## src/rtl/lane_fifo_pkg.sv

```systemverilog
// Shared configuration for the multi-lane FIFO.
// Holds the default lane word width, lane count, depth and stall counter
// width, plus the lane word and lane mask types used by producer and
// consumer logic built around the FIFO.
package lane_fifo_pkg;

  localparam int DATA_W  = 8;
  localparam int LANES   = 4;
  localparam int DEPTH   = 8;
  localparam int STALL_W = 16;

  typedef logic [DATA_W-1:0] lane_word_t;
  typedef logic [LANES-1:0]  lane_mask_t;

endpackage

```

## src/rtl/pkg_width_lane_fifo_ctrl.sv

```systemverilog
// Control path of the multi-lane FIFO.
// Owns the read/write pointers, the occupancy level, the full/empty flags
// and the saturating stall counter. The storage itself lives in the top.
//
// Ports:
//   clk, rstn        clock, asynchronous active-low reset
//   clear            synchronous flush, overrides push and pop
//   in_valid         producer offers an entry
//   out_ready        consumer takes the head entry
//   in_ready         FIFO not full
//   out_valid        FIFO not empty
//   push, pop        qualified transfer strobes for the storage
//   wr_ptr, rd_ptr   storage indices
//   level            occupancy 0..DEPTH
//   stall_cnt        saturating count of cycles with in_valid && !in_ready
module lane_fifo_ctrl #(
  parameter int DEPTH   = lane_fifo_pkg::DEPTH,
  parameter int LVL_W   = $clog2(DEPTH + 1),
  parameter int STALL_W = lane_fifo_pkg::STALL_W,
  parameter int PTR_W   = $clog2(DEPTH)
) (
  input  logic               clk,
  input  logic               rstn,
  input  logic               clear,
  input  logic               in_valid,
  input  logic               out_ready,
  output logic               in_ready,
  output logic               out_valid,
  output logic               push,
  output logic               pop,
  output logic [PTR_W-1:0]   wr_ptr,
  output logic [PTR_W-1:0]   rd_ptr,
  output logic [LVL_W-1:0]   level,
  output logic [STALL_W-1:0] stall_cnt
);

  localparam logic [LVL_W-1:0] FULL_LVL = LVL_W'(DEPTH);

  logic stall_hit;

  // Ready/valid derive only from the registered level, so there is neither a
  // same-cycle bypass when empty nor a pass-through when full.
  assign in_ready  = (level != FULL_LVL);
  assign out_valid = (level != '0);

  // clear suppresses both transfers so the storage sees no write either.
  assign push      = in_valid && in_ready && !clear;
  assign pop       = out_valid && out_ready && !clear;
  assign stall_hit = in_valid && !in_ready;

  // NOTE: sequential state uses non-blocking assignments so every register
  // samples the pre-edge values of its peers, independent of statement order.
  always_ff @(posedge clk or negedge rstn) begin
    if (!rstn) begin
      wr_ptr    <= '0;
      rd_ptr    <= '0;
      level     <= '0;
      stall_cnt <= '0;
    end else if (clear) begin
      wr_ptr    <= '0;
      rd_ptr    <= '0;
      level     <= '0;
      stall_cnt <= '0;
    end else begin
      // DEPTH is a power of two, so the pointers wrap by plain overflow.
      if (push) wr_ptr <= wr_ptr + PTR_W'(1);
      if (pop)  rd_ptr <= rd_ptr + PTR_W'(1);

      case ({push, pop})
        2'b10:   level <= level + LVL_W'(1);
        2'b01:   level <= level - LVL_W'(1);
        default: level <= level;
      endcase

      if (stall_hit && (stall_cnt != '1)) stall_cnt <= stall_cnt + STALL_W'(1);
    end
  end

endmodule

```

## src/rtl/pkg_width_lane_fifo.sv

```systemverilog
// Multi-lane synchronous FIFO. Each entry carries LANES words plus a lane
// enable mask; disabled lanes are stored as zero. valid/ready handshakes on
// both sides, fill level, saturating stall counter and synchronous clear.
//
// Ports:
//   clk, rstn     clock, asynchronous active-low reset
//   clear         synchronous flush (pointers, level, stall counter)
//   in_valid      producer has an entry      in_ready     FIFO accepts it
//   in_data       LANES lane words           in_lane_en   lane enable mask
//   out_valid     head entry available       out_ready    consumer takes it
//   out_data      head lane words (0 when empty)
//   out_lane_en   head lane mask (0 when empty)
//   level         occupancy 0..DEPTH
//   stall_cnt     saturating count of cycles with in_valid && !in_ready
module pkg_width_lane_fifo #(
  parameter int DATA_W  = lane_fifo_pkg::DATA_W,
  parameter int LANES   = lane_fifo_pkg::LANES,
  parameter int DEPTH   = lane_fifo_pkg::DEPTH,
  parameter int LVL_W   = $clog2(DEPTH + 1),
  parameter int STALL_W = lane_fifo_pkg::STALL_W
) (
  input  logic               clk,
  input  logic               rstn,
  input  logic               clear,
  input  logic               in_valid,
  output logic               in_ready,
  input  logic [DATA_W-1:0]  in_data [LANES],
  input  logic [LANES-1:0]   in_lane_en,
  output logic               out_valid,
  input  logic               out_ready,
  output logic [DATA_W-1:0]  out_data [LANES],
  output logic [LANES-1:0]   out_lane_en,
  output logic [LVL_W-1:0]   level,
  output logic [STALL_W-1:0] stall_cnt
);

  import lane_fifo_pkg::*;

  localparam int PTR_W = $clog2(DEPTH);

  logic              push;
  logic              pop;
  logic [PTR_W-1:0]  wr_ptr;
  logic [PTR_W-1:0]  rd_ptr;

  logic [DATA_W-1:0] mem_data [DEPTH][LANES];
  logic [LANES-1:0]  mem_mask [DEPTH];

  lane_fifo_ctrl #(
    .DEPTH   (DEPTH),
    .LVL_W   (LVL_W),
    .STALL_W (STALL_W),
    .PTR_W   (PTR_W)
  ) u_ctrl (
    .clk       (clk),
    .rstn      (rstn),
    .clear     (clear),
    .in_valid  (in_valid),
    .out_ready (out_ready),
    .in_ready  (in_ready),
    .out_valid (out_valid),
    .push      (push),
    .pop       (pop),
    .wr_ptr    (wr_ptr),
    .rd_ptr    (rd_ptr),
    .level     (level),
    .stall_cnt (stall_cnt)
  );

  // NOTE: the storage is reset so that every entry is defined zero after
  // reset; this forces flops rather than RAM, which suits a shallow FIFO.
  // clear leaves contents alone because the output gating hides them.
  always_ff @(posedge clk or negedge rstn) begin
    if (!rstn) begin
      for (int e = 0; e < DEPTH; e++) begin
        mem_mask[e] <= '0;
        for (int l = 0; l < LANES; l++) mem_data[e][l] <= '0;
      end
    end else if (push) begin
      mem_mask[wr_ptr] <= in_lane_en;
      for (int l = 0; l < LANES; l++)
        mem_data[wr_ptr][l] <= in_lane_en[l] ? in_data[l] : '0;
    end
  end

  // NOTE: every output gets a value on every path, so no latch is inferred.
  always_comb begin
    out_lane_en = out_valid ? mem_mask[rd_ptr] : '0;
    for (int l = 0; l < LANES; l++)
      out_data[l] = out_valid ? mem_data[rd_ptr][l] : '0;
  end

endmodule

```

## config.mk

```make
export PLATFORM = sky130hd
export DESIGN_NAME = pkg_width_lane_fifo
export DESIGN_NICKNAME = d
export VERILOG_FILES = /design/src/rtl/lane_fifo_pkg.sv /design/src/rtl/pkg_width_lane_fifo_ctrl.sv /design/src/rtl/pkg_width_lane_fifo.sv
export SDC_FILE = /design/constraint.sdc
export NUM_CORES = 1
export LEC_CHECK = 0
export BUFFER_PORTS_ARGS = -buffer_cell sky130_fd_sc_hd__buf_2
export CAP_MARGIN = 20
export CORE_MARGIN = 10
export CORE_UTILIZATION = 60
export CTS_BUF_LIST = sky130_fd_sc_hd__clkbuf_4 sky130_fd_sc_hd__clkbuf_8
export DETAILED_ROUTE_END_ITERATION = 12
export PLACE_DENSITY = 0.85
export SLEW_MARGIN = 30
export SYNTH_ARGS = -nofsm -noshare
export SYNTH_HDL_FRONTEND = slang
export SYNTH_SLANG_ARGS = --single-unit
```

## constraint.sdc

```tcl
create_clock -name clk -period 6.35 [get_ports clk]
set_clock_uncertainty 0.1 [all_clocks]
set_input_delay 1.27 -clock clk [delete_from_list [all_inputs] [get_ports clk]]
set_output_delay 1.27 -clock clk [all_outputs]
set_load 0.02 [all_outputs]
```

==> reports/qor.csv, run 1 <==
stage,metric,value,unit
outcome,status,"finished, final reports clean",
clock_tree,cts_hold_buf,0,
logic_synthesis,synth_nets,1312,
logic_synthesis,synth_ff_type,dfrtp_1,
logic_synthesis,synthCells,1266,
drt,ant_nets,0,
power,peakVddDrop,0.257,mV
setup_path,cp_max_fo,24,
setup_path,reg2reg_depth,4,
logic_synthesis,synth_compound_area_share,10.0,%
place,gp_congestion,0.794,
logic_synthesis,synth_mux_area_share,17.1,%
grt,grt_antenna_before_repair,0,
clock_tree,clock_latency,0.58,ns
timing,setup_viol,0,
setup_path,cp-end-kind,primary output,
logic_synthesis,avgSynthCellArea,11.2,um^2
power,p_int,0.00423,W
drt,wirelength,33700,um
finish,layout-drive-gt1-share,21.4,%
logic_synthesis,yosysWarnings,0,
timing,drv_slew,0,
grt,grt_pass1_vias,10700,
logic_synthesis,synth_edf_count,0,
drt,wl_per_cell,19.8,um
power,p_leak,7.14,nW
clock_tree,clkTransAtPathRegs,0.06,ns
finish,nets,1389,
hold_path,hold-path-cell-count,2,
power,switchingPower,0.00214,W
job,maxCapViolCount,0,
drt,num_vias,10000,
finish,final_util,67.9,%
power,p_seq_share,42.3,%
setup_path,cp.arrival,3.07,ns
power,powerDensity,402,nW/um^2
power,switching_share,33.6,%
timing,fmaxAchievable,225,MHz
logic_synthesis,netlist_area,14100,um^2
place,place_hpwl,20200,um
setup_path,required,4.98,ns
finish,syn2layout_area_growth,12.1,%
clock_tree,cts_sinks,314,
grt,grt-ovfl-total,0,
power,combPwrFrac,28.6,%
grt,grt_max_degree,113,
drt,firstDrtPassIters,5,
logic_synthesis,synthXorXnorAreaFrac,1.12,%
clock_tree,cts_tree,yes,
timing,finalCritPeriodShare,69.9,%
clock_tree,cts.repair.resized,0,
clock_tree,cts_root_buf,clkbuf_8,
logic_synthesis,synth-seq-cells,314,
logic_synthesis,synth.distinct_cells,45,
timing,rsz0062_at_grt,no,
drt,drc,0,
logic_synthesis,synth_fa_ha_area_share,0.443,%
finish,register_area,7860,um^2
clock_tree,clock_path_buffers,3,
setup_path,r2r_slack,3.23,ns
timing,min_period,4.44,ns
grt,grt_use_total,22.8,%
logic_synthesis,yosysSeqAreaShare,55.6,%
clock_tree,cts_setup_buffers,0,
clock_tree,cts_max_level,2,
setup_path,start_kind,flip-flop,
logic_synthesis,synth_simple_gate_area_share,12.2,%
finish,diodes,0,
finish,multiInputGateArea,5790,um^2
logic_synthesis,ys_async_sr_fraction,100,%
hold_path,hold_path_class,reg2reg,
timing,totalNegativeSetupSlack,0,ns
floorplan,start_util,60.6,%
place,io_buffers,98,
drt,drt-initial-drc-count,951,
logic_synthesis,synth_top_family_by_area,multiplexers,
grt,grt_pass1_wl,56300,um
finish,num-fill-cells,1649,
timing,slew_headroom,36.3,%
timing,hold_violations,0,
floorplan,ioPinCount,99,
power,pwr-share-clk,29.1,%
floorplan,die_height,173,um
drt,vias_per_cell,5.91,
floorplan,die_area,30100,um^2
floorplan,rows,56,
setup_path,path_class,reg2out,
clock_tree,cts_buffers,50,
timing,tightest_slew,0.955,ns
floorplan,dieWidth,173,um
floorplan,core,23300,um^2
[state kept, by name (all words and copies together), names as in the netlist]
name,flops
u_ctrl.wr_ptr,3
u_ctrl.level,4
mem_data,256
u_ctrl.stall_cnt,16
mem_mask,32
u_ctrl.rd_ptr,3
[Yosys cell counts (5+ instances only)]
cell type  instances  area, um^2
nand2_1          298        1120
nor3_1             6        30.0
dfrtp_1          314        7860
mux4_2            72        1620
buf_2             31         155
nand3_1            7        35.0
clkbuf_1          29         109
buf_1              6        22.5
mux2_1            32         360
o21ai_1          110         551
nand2b_1           6        37.5
nor2_1            62         233
o21ai_0          151         756
xor2_1             8        70.1
ha_1               5        62.6
nand4_1            8        50.1
xnor2_1           10        87.6
mux2i_1           41         410
buf_4             25         188
[metal layers]
metal  global-route usage [%]  vias to the layer above  routed length [um]
met5                        0                        -                   0
met4                     7.51                        0                 728
met3                     4.49                       60                2150
met2                     38.2                      373               17000
met1                     29.3                     5024               13800
li1                         -                     4590                   -
[stage by stage]
stage	instances	power [W]	cell area (um^2)	setup WS, ns	hold WS (ns)
final	1701	0.00637	15800	1.91	0.375
after global routing	1701	0.00672	15800	1.68	0.402
after CTS	1700	0.00639	15800	1.75	0.379
after detailed placement	1609	0.00452	14700	2.39	0.367
after global placement	1608	0.00440	14700	2.37	0.356
after floorplan	1266	0.00394	14100	3.14	0.345
[final cells by class]
cell class | instances | area share [%]
repair buffers | 117 | 4.34
clock inverters | 15 | 0.861
multi-input cells | 856 | 36.5
well taps | 319 | 2.52
clock buffers | 76 | 6.01
inverters | 4 | 0.0947
flip-flops and latches | 314 | 49.6
[worst paths after layout]
path | endpoint | from
setup / recovery | out_data[1] | u_ctrl.rd_ptr[0]
hold / removal | mem_data[239] | mem_data[239]
setup reg to reg | mem_mask[10] | u_ctrl.level[1]
hold reg to reg | mem_data[239] | mem_data[239]
max in group asynchronous | mem_data[109] | rstn
min in group asynchronous | u_ctrl.stall_cnt[14] | rstn
[logic make-up (layout without fill, tap and decap cells)]
family	after synthesis	after routing
xor+xnor	18	18
flops	314	314
simple gates	414	414
fa+ha+maj	5	5
compound gates	272	272
mux	147	147
buf+inv	96	212
[power by group through the flow]
stage	Combinational, W	Clock, W	Sequential (W)
finish	0.00182	0.00185	0.00270
global route	0.00201	0.00196	0.00274
CTS	0.00178	0.00188	0.00274
detailed placement	0.00176	0	0.00277
global placement	0.00166	0	0.00273
floorplan	0.00136	0	0.00258
[placed cells by master, fill, tap and decap left out, types with 8 or more instances in the layout]
master and count:
buf_2 97, nor2_1 62, clkinv_2 9, buf_4 16, xnor2_1 10, xor2_1 8
nand2_1 298, mux2i_1 41, nand4_1 8, o21ai_0 151, o21ai_1 110, mux2_1 32
mux4_2 72, dfrtp_1 311, clkbuf_4 15, clkbuf_8 61
[critical path: stages (launching register included)]
cell     delay, ns
dfrtp_4       0.75
buf_12        0.30
buf_4         0.37
mux4_2        0.54
mux2i_1       0.25
nor2_1        0.09
buf_2         0.17
Power figures use the tool's default switching activity.
==> run 2, diff against run 1 <==
--- a/config.mk
+++ b/config.mk
@@ -5,10 +5,11 @@
 export SDC_FILE = /design/constraint.sdc
 export NUM_CORES = 1
 export LEC_CHECK = 0
+export ABC_AREA = 1
 export BUFFER_PORTS_ARGS = -buffer_cell sky130_fd_sc_hd__buf_2
 export CAP_MARGIN = 20
 export CORE_MARGIN = 10
-export CORE_UTILIZATION = 60
+export CORE_UTILIZATION = 57
 export CTS_BUF_LIST = sky130_fd_sc_hd__clkbuf_4 sky130_fd_sc_hd__clkbuf_8
 export DETAILED_ROUTE_END_ITERATION = 12
 export PLACE_DENSITY = 0.85
==> constraint.sdc (replaced) <==
create_clock -name clk -period 3.56 [get_ports clk]
set_clock_uncertainty 0.1 [all_clocks]
set_input_delay 0.712 -clock clk [delete_from_list [all_inputs] [get_ports clk]]
set_output_delay 0.712 -clock clk [all_outputs]
set_load 0.02 [all_outputs]
==> run 2 against run 1 <==
Wire length increased by 12%. Design area increased by 2.1%. Critical path depth increased by 1. Worst setup slack got worse by 1.8 ns. Sequential cell count unchanged. Critical endpoint is now out_data[18].
==> reports/qor.csv, run 2 <==
stage,metric,value,unit
outcome,status,"finished, final reports clean",
setup_path,path_cells,"inv_2, buf_12, o21ai_0, o22ai_1, o21ai_0, a31oi_1, buf_2",
drt,firstDrtPassIters,8,
finish,nets,1815,
logic_synthesis,synth.area.top_cells,"dfrtp_1 54%, o21ai_0 13%, nand2_1 9.7%",
clock_tree,cts_sinks,314,
logic_synthesis,avgSynthCellArea,8.45,um^2
logic_synthesis,synth.most_common_cell,o21ai_0,
finish,layout-drive-gt1-share,13.5,%
finish,final_util,64.4,%
setup_path,start_kind,flip-flop,
power,peakVddDrop,0.430,mV
finish,layout.cells.non_filler,2134,
setup_path,crit_slowest_cell,dfrtp_2,
setup_path,timing.rr.end,u_ctrl.level[3],
grt,grtUsageMet3,4.04,%
setup_path,worst_path_largest_cell_delay,0.61,ns
logic_synthesis,synth_edf_count,0,
grt,grtUsageMet2,39.0,%
timing,finalCritPeriodShare,98.2,%
power,p_leak,7.49,nW
setup_path,crit_cells,7,
grt,busiest_layer,met2,
timing,min_period,3.49,ns
timing,setup_viol,0,
finish,register_area,7860,um^2
finish,fin_area,16200,um^2
drt,drc,0,
setup_path,path_class,reg2out,
setup_path,r2r_slack,0.96,ns
setup_path,crit_top_cell,o21ai_0,
place,placedCellCount,2047,
grt,grt_use_total,24.0,%
finish,largest_reg_flops,256,
logic_synthesis,synth_top_area_share,54.3,%
logic_synthesis,ys_async_sr_fraction,100,%
power,powerDensity,728,nW/um^2
finish,layout_common_cells,"376 x o21ai_0, 372 x nand2_1, 312 x dfrtp_1",
place,io_buffers,98,
drt,wl_per_cell,17.7,um
grt,grt_max_degree,95,
finish,multiInputGateArea,5730,um^2
finish,num-fill-cells,2064,
timing,fmaxAchievable,286,MHz
finish,mostFrequentLayoutCell,o21ai_0,
clock_tree,cts_root_buf,clkbuf_8,
floorplan,start_util,57.6,%
floorplan,rows,58,
timing,slew_headroom,45.9,%
clock_tree,cts_buffers,50,
floorplan,ioPinCount,99,
timing,totalNegativeSetupSlack,0,ns
finish,diodes,0,
logic_synthesis,synth_commonest_cells,"376 x o21ai_0, 372 x nand2_1, 314 x dfrtp_1",
setup_path,crit_family,buffers and inverters,
clock_tree,clock_latency,0.58,ns
drt,drt-initial-drc-count,1416,
clock_tree,cts_tree,yes,
drt,vias_per_cell,5.85,
place,gp_congestion,0.869,
grt,grt_antenna_before_repair,0,
drt,num_vias,12500,
drt,wirelength,37900,um
place,place_area,15100,um^2
setup_path,cp-end-kind,primary output,
logic_synthesis,yosysWarnings,0,
setup_path,required,2.75,ns
logic_synthesis,yosysSeqAreaShare,54.3,%
floorplan,core,25100,um^2
setup_path,r2r-start,u_ctrl.level[3],
grt,grt_pass1_vias,12300,
timing,rsz0062_at_grt,yes,
drt,ant_nets,0,
job,maxCapViolCount,0,
logic_synthesis,netlist_area,14500,um^2
floorplan,dieWidth,179,um
finish,reg_top3,"mem_data (256), mem_mask (32), u_ctrl.stall_cnt (16)",
logic_synthesis,synthCells,1711,
setup_path,reg2reg_depth,14,
clock_tree,cts.repair.resized,0,
grt,grt-ovfl-total,0,
place,place_hpwl,22800,um
floorplan,die_area,32100,um^2
logic_synthesis,synth_nets,1757,
timing,hold_violations,0,
logic_synthesis,synth.distinct_cells,34,
timing,drv_slew,0,
logic_synthesis,synth_ff_type,dfrtp_1,
timing,tightest_slew,0.809,ns
clock_tree,cts_max_level,2,
setup_path,cp_max_fo,35,
hold_path,hold_path_class,in2async,
clock_tree,clkTransAtPathRegs,0.06,ns
logic_synthesis,yosysTopAreaCell,dfrtp_1,
clock_tree,clock_path_buffers,3,
floorplan,die_height,179,um
finish,largest_register,mem_data,
finish,syn2layout_area_growth,11.8,%
setup_path,crit_buf_inv,3,
grt,grt_pass1_wl,63300,um
setup_path,cp.arrival,2.68,ns
grt,grt.met1_usage,32.3,%
logic_synthesis,synth-seq-cells,314,
==> run 2: cell types whose count changed after synthesis, sizes merged, moves of 37 or more <==
cell | before | now
mux2i | 41 | 0
mux4 | 72 | 0
nand2 | 298 | 373
nor2 | 63 | 237
o21ai | 261 | 489
o22ai | 0 | 37
==> run 2: area by class of cell <==
type	instances	area share, %
well taps	330	2.55
repair buffers	132	5.85
multi-input cells	1231	35.4
flip-flops and latches	314	48.6
clock buffers	82	6.40
clock inverters	5	0.155
inverters	40	1.02
==> run 2: how the worst max path moves through the flow <==
stage                     startpoint           end
floorplan            u_ctrl.level[3]   out_data[0]
global placement               clear  mem_data[28]
detailed placement  u_ctrl.rd_ptr[1]  out_data[13]
CTS                 u_ctrl.rd_ptr[1]  out_data[18]
global route        u_ctrl.rd_ptr[1]  out_data[18]
finish              u_ctrl.rd_ptr[1]  out_data[18]
==> run 2: cells by family (layout without fill, tap and decap cells) <==
| logic type | after synthesis | in the layout | share of synthesized area (%) |
|---|---|---|---|
| buffers and inverters | 166 | 259 | 6.06 |
| and+or+nand+nor | 652 | 652 | 18.5 |
| adders and majority gates | 5 | 5 | 0.433 |
| AOI/OAI and AO/OA | 570 | 570 | 20.4 |
| DFF | 314 | 314 | 54.3 |
| xor gates and xnor gates | 4 | 4 | 0.242 |
==> run 2: through the flow <==
step | setup WS, ns | hold slack, ns | power, W
after floorplan | 1.01 | 0.316 | 0.00732
after global placement | 0.766 | 0.360 | 0.00840
after detailed placement | 0.784 | 0.368 | 0.00854
after CTS | 0.0946 | 0.0261 | 0.0118
after global routing | -0.0156 | 0.0546 | 0.0125
final | 0.0656 | 0.0108 | 0.0118
==> run 2: timing repair <==
item                                   4_1_cts  5_1_grt
setup endpoints to repair                    0        1
hold buffers                                 0        0
setup buffers                                0        0
endpoints found under the hold margin        0        0
==> run 2: power by group <==
group          switching, W  total, W  internal (W)  leakage [nW]
combinational       0.00263   0.00395       0.00133          2.65
clock               0.00141   0.00324       0.00182         0.570
sequential         0.000389   0.00459       0.00420          4.27
total               0.00443    0.0118       0.00735          7.49
==> run 2: worst reg2reg max path: cells and delay by family, from the launching register on <==
kind | cells | cell delay (ns)
fa+ha+maj | 1 | 0.26
flops | 1 | 0.46
simple gates | 10 | 1.08
buf+inv | 3 | 0.58
==> run 2: per-layer routing <==
metal | share of wire (%) | wire length [um] | vias up
met5 | 0 | 0 | -
met4 | 2.2 | 825 | 0
met3 | 7.5 | 2830 | 82
met2 | 47 | 18000 | 545
met1 | 43 | 16200 | 5970
li1 | - | - | 5878
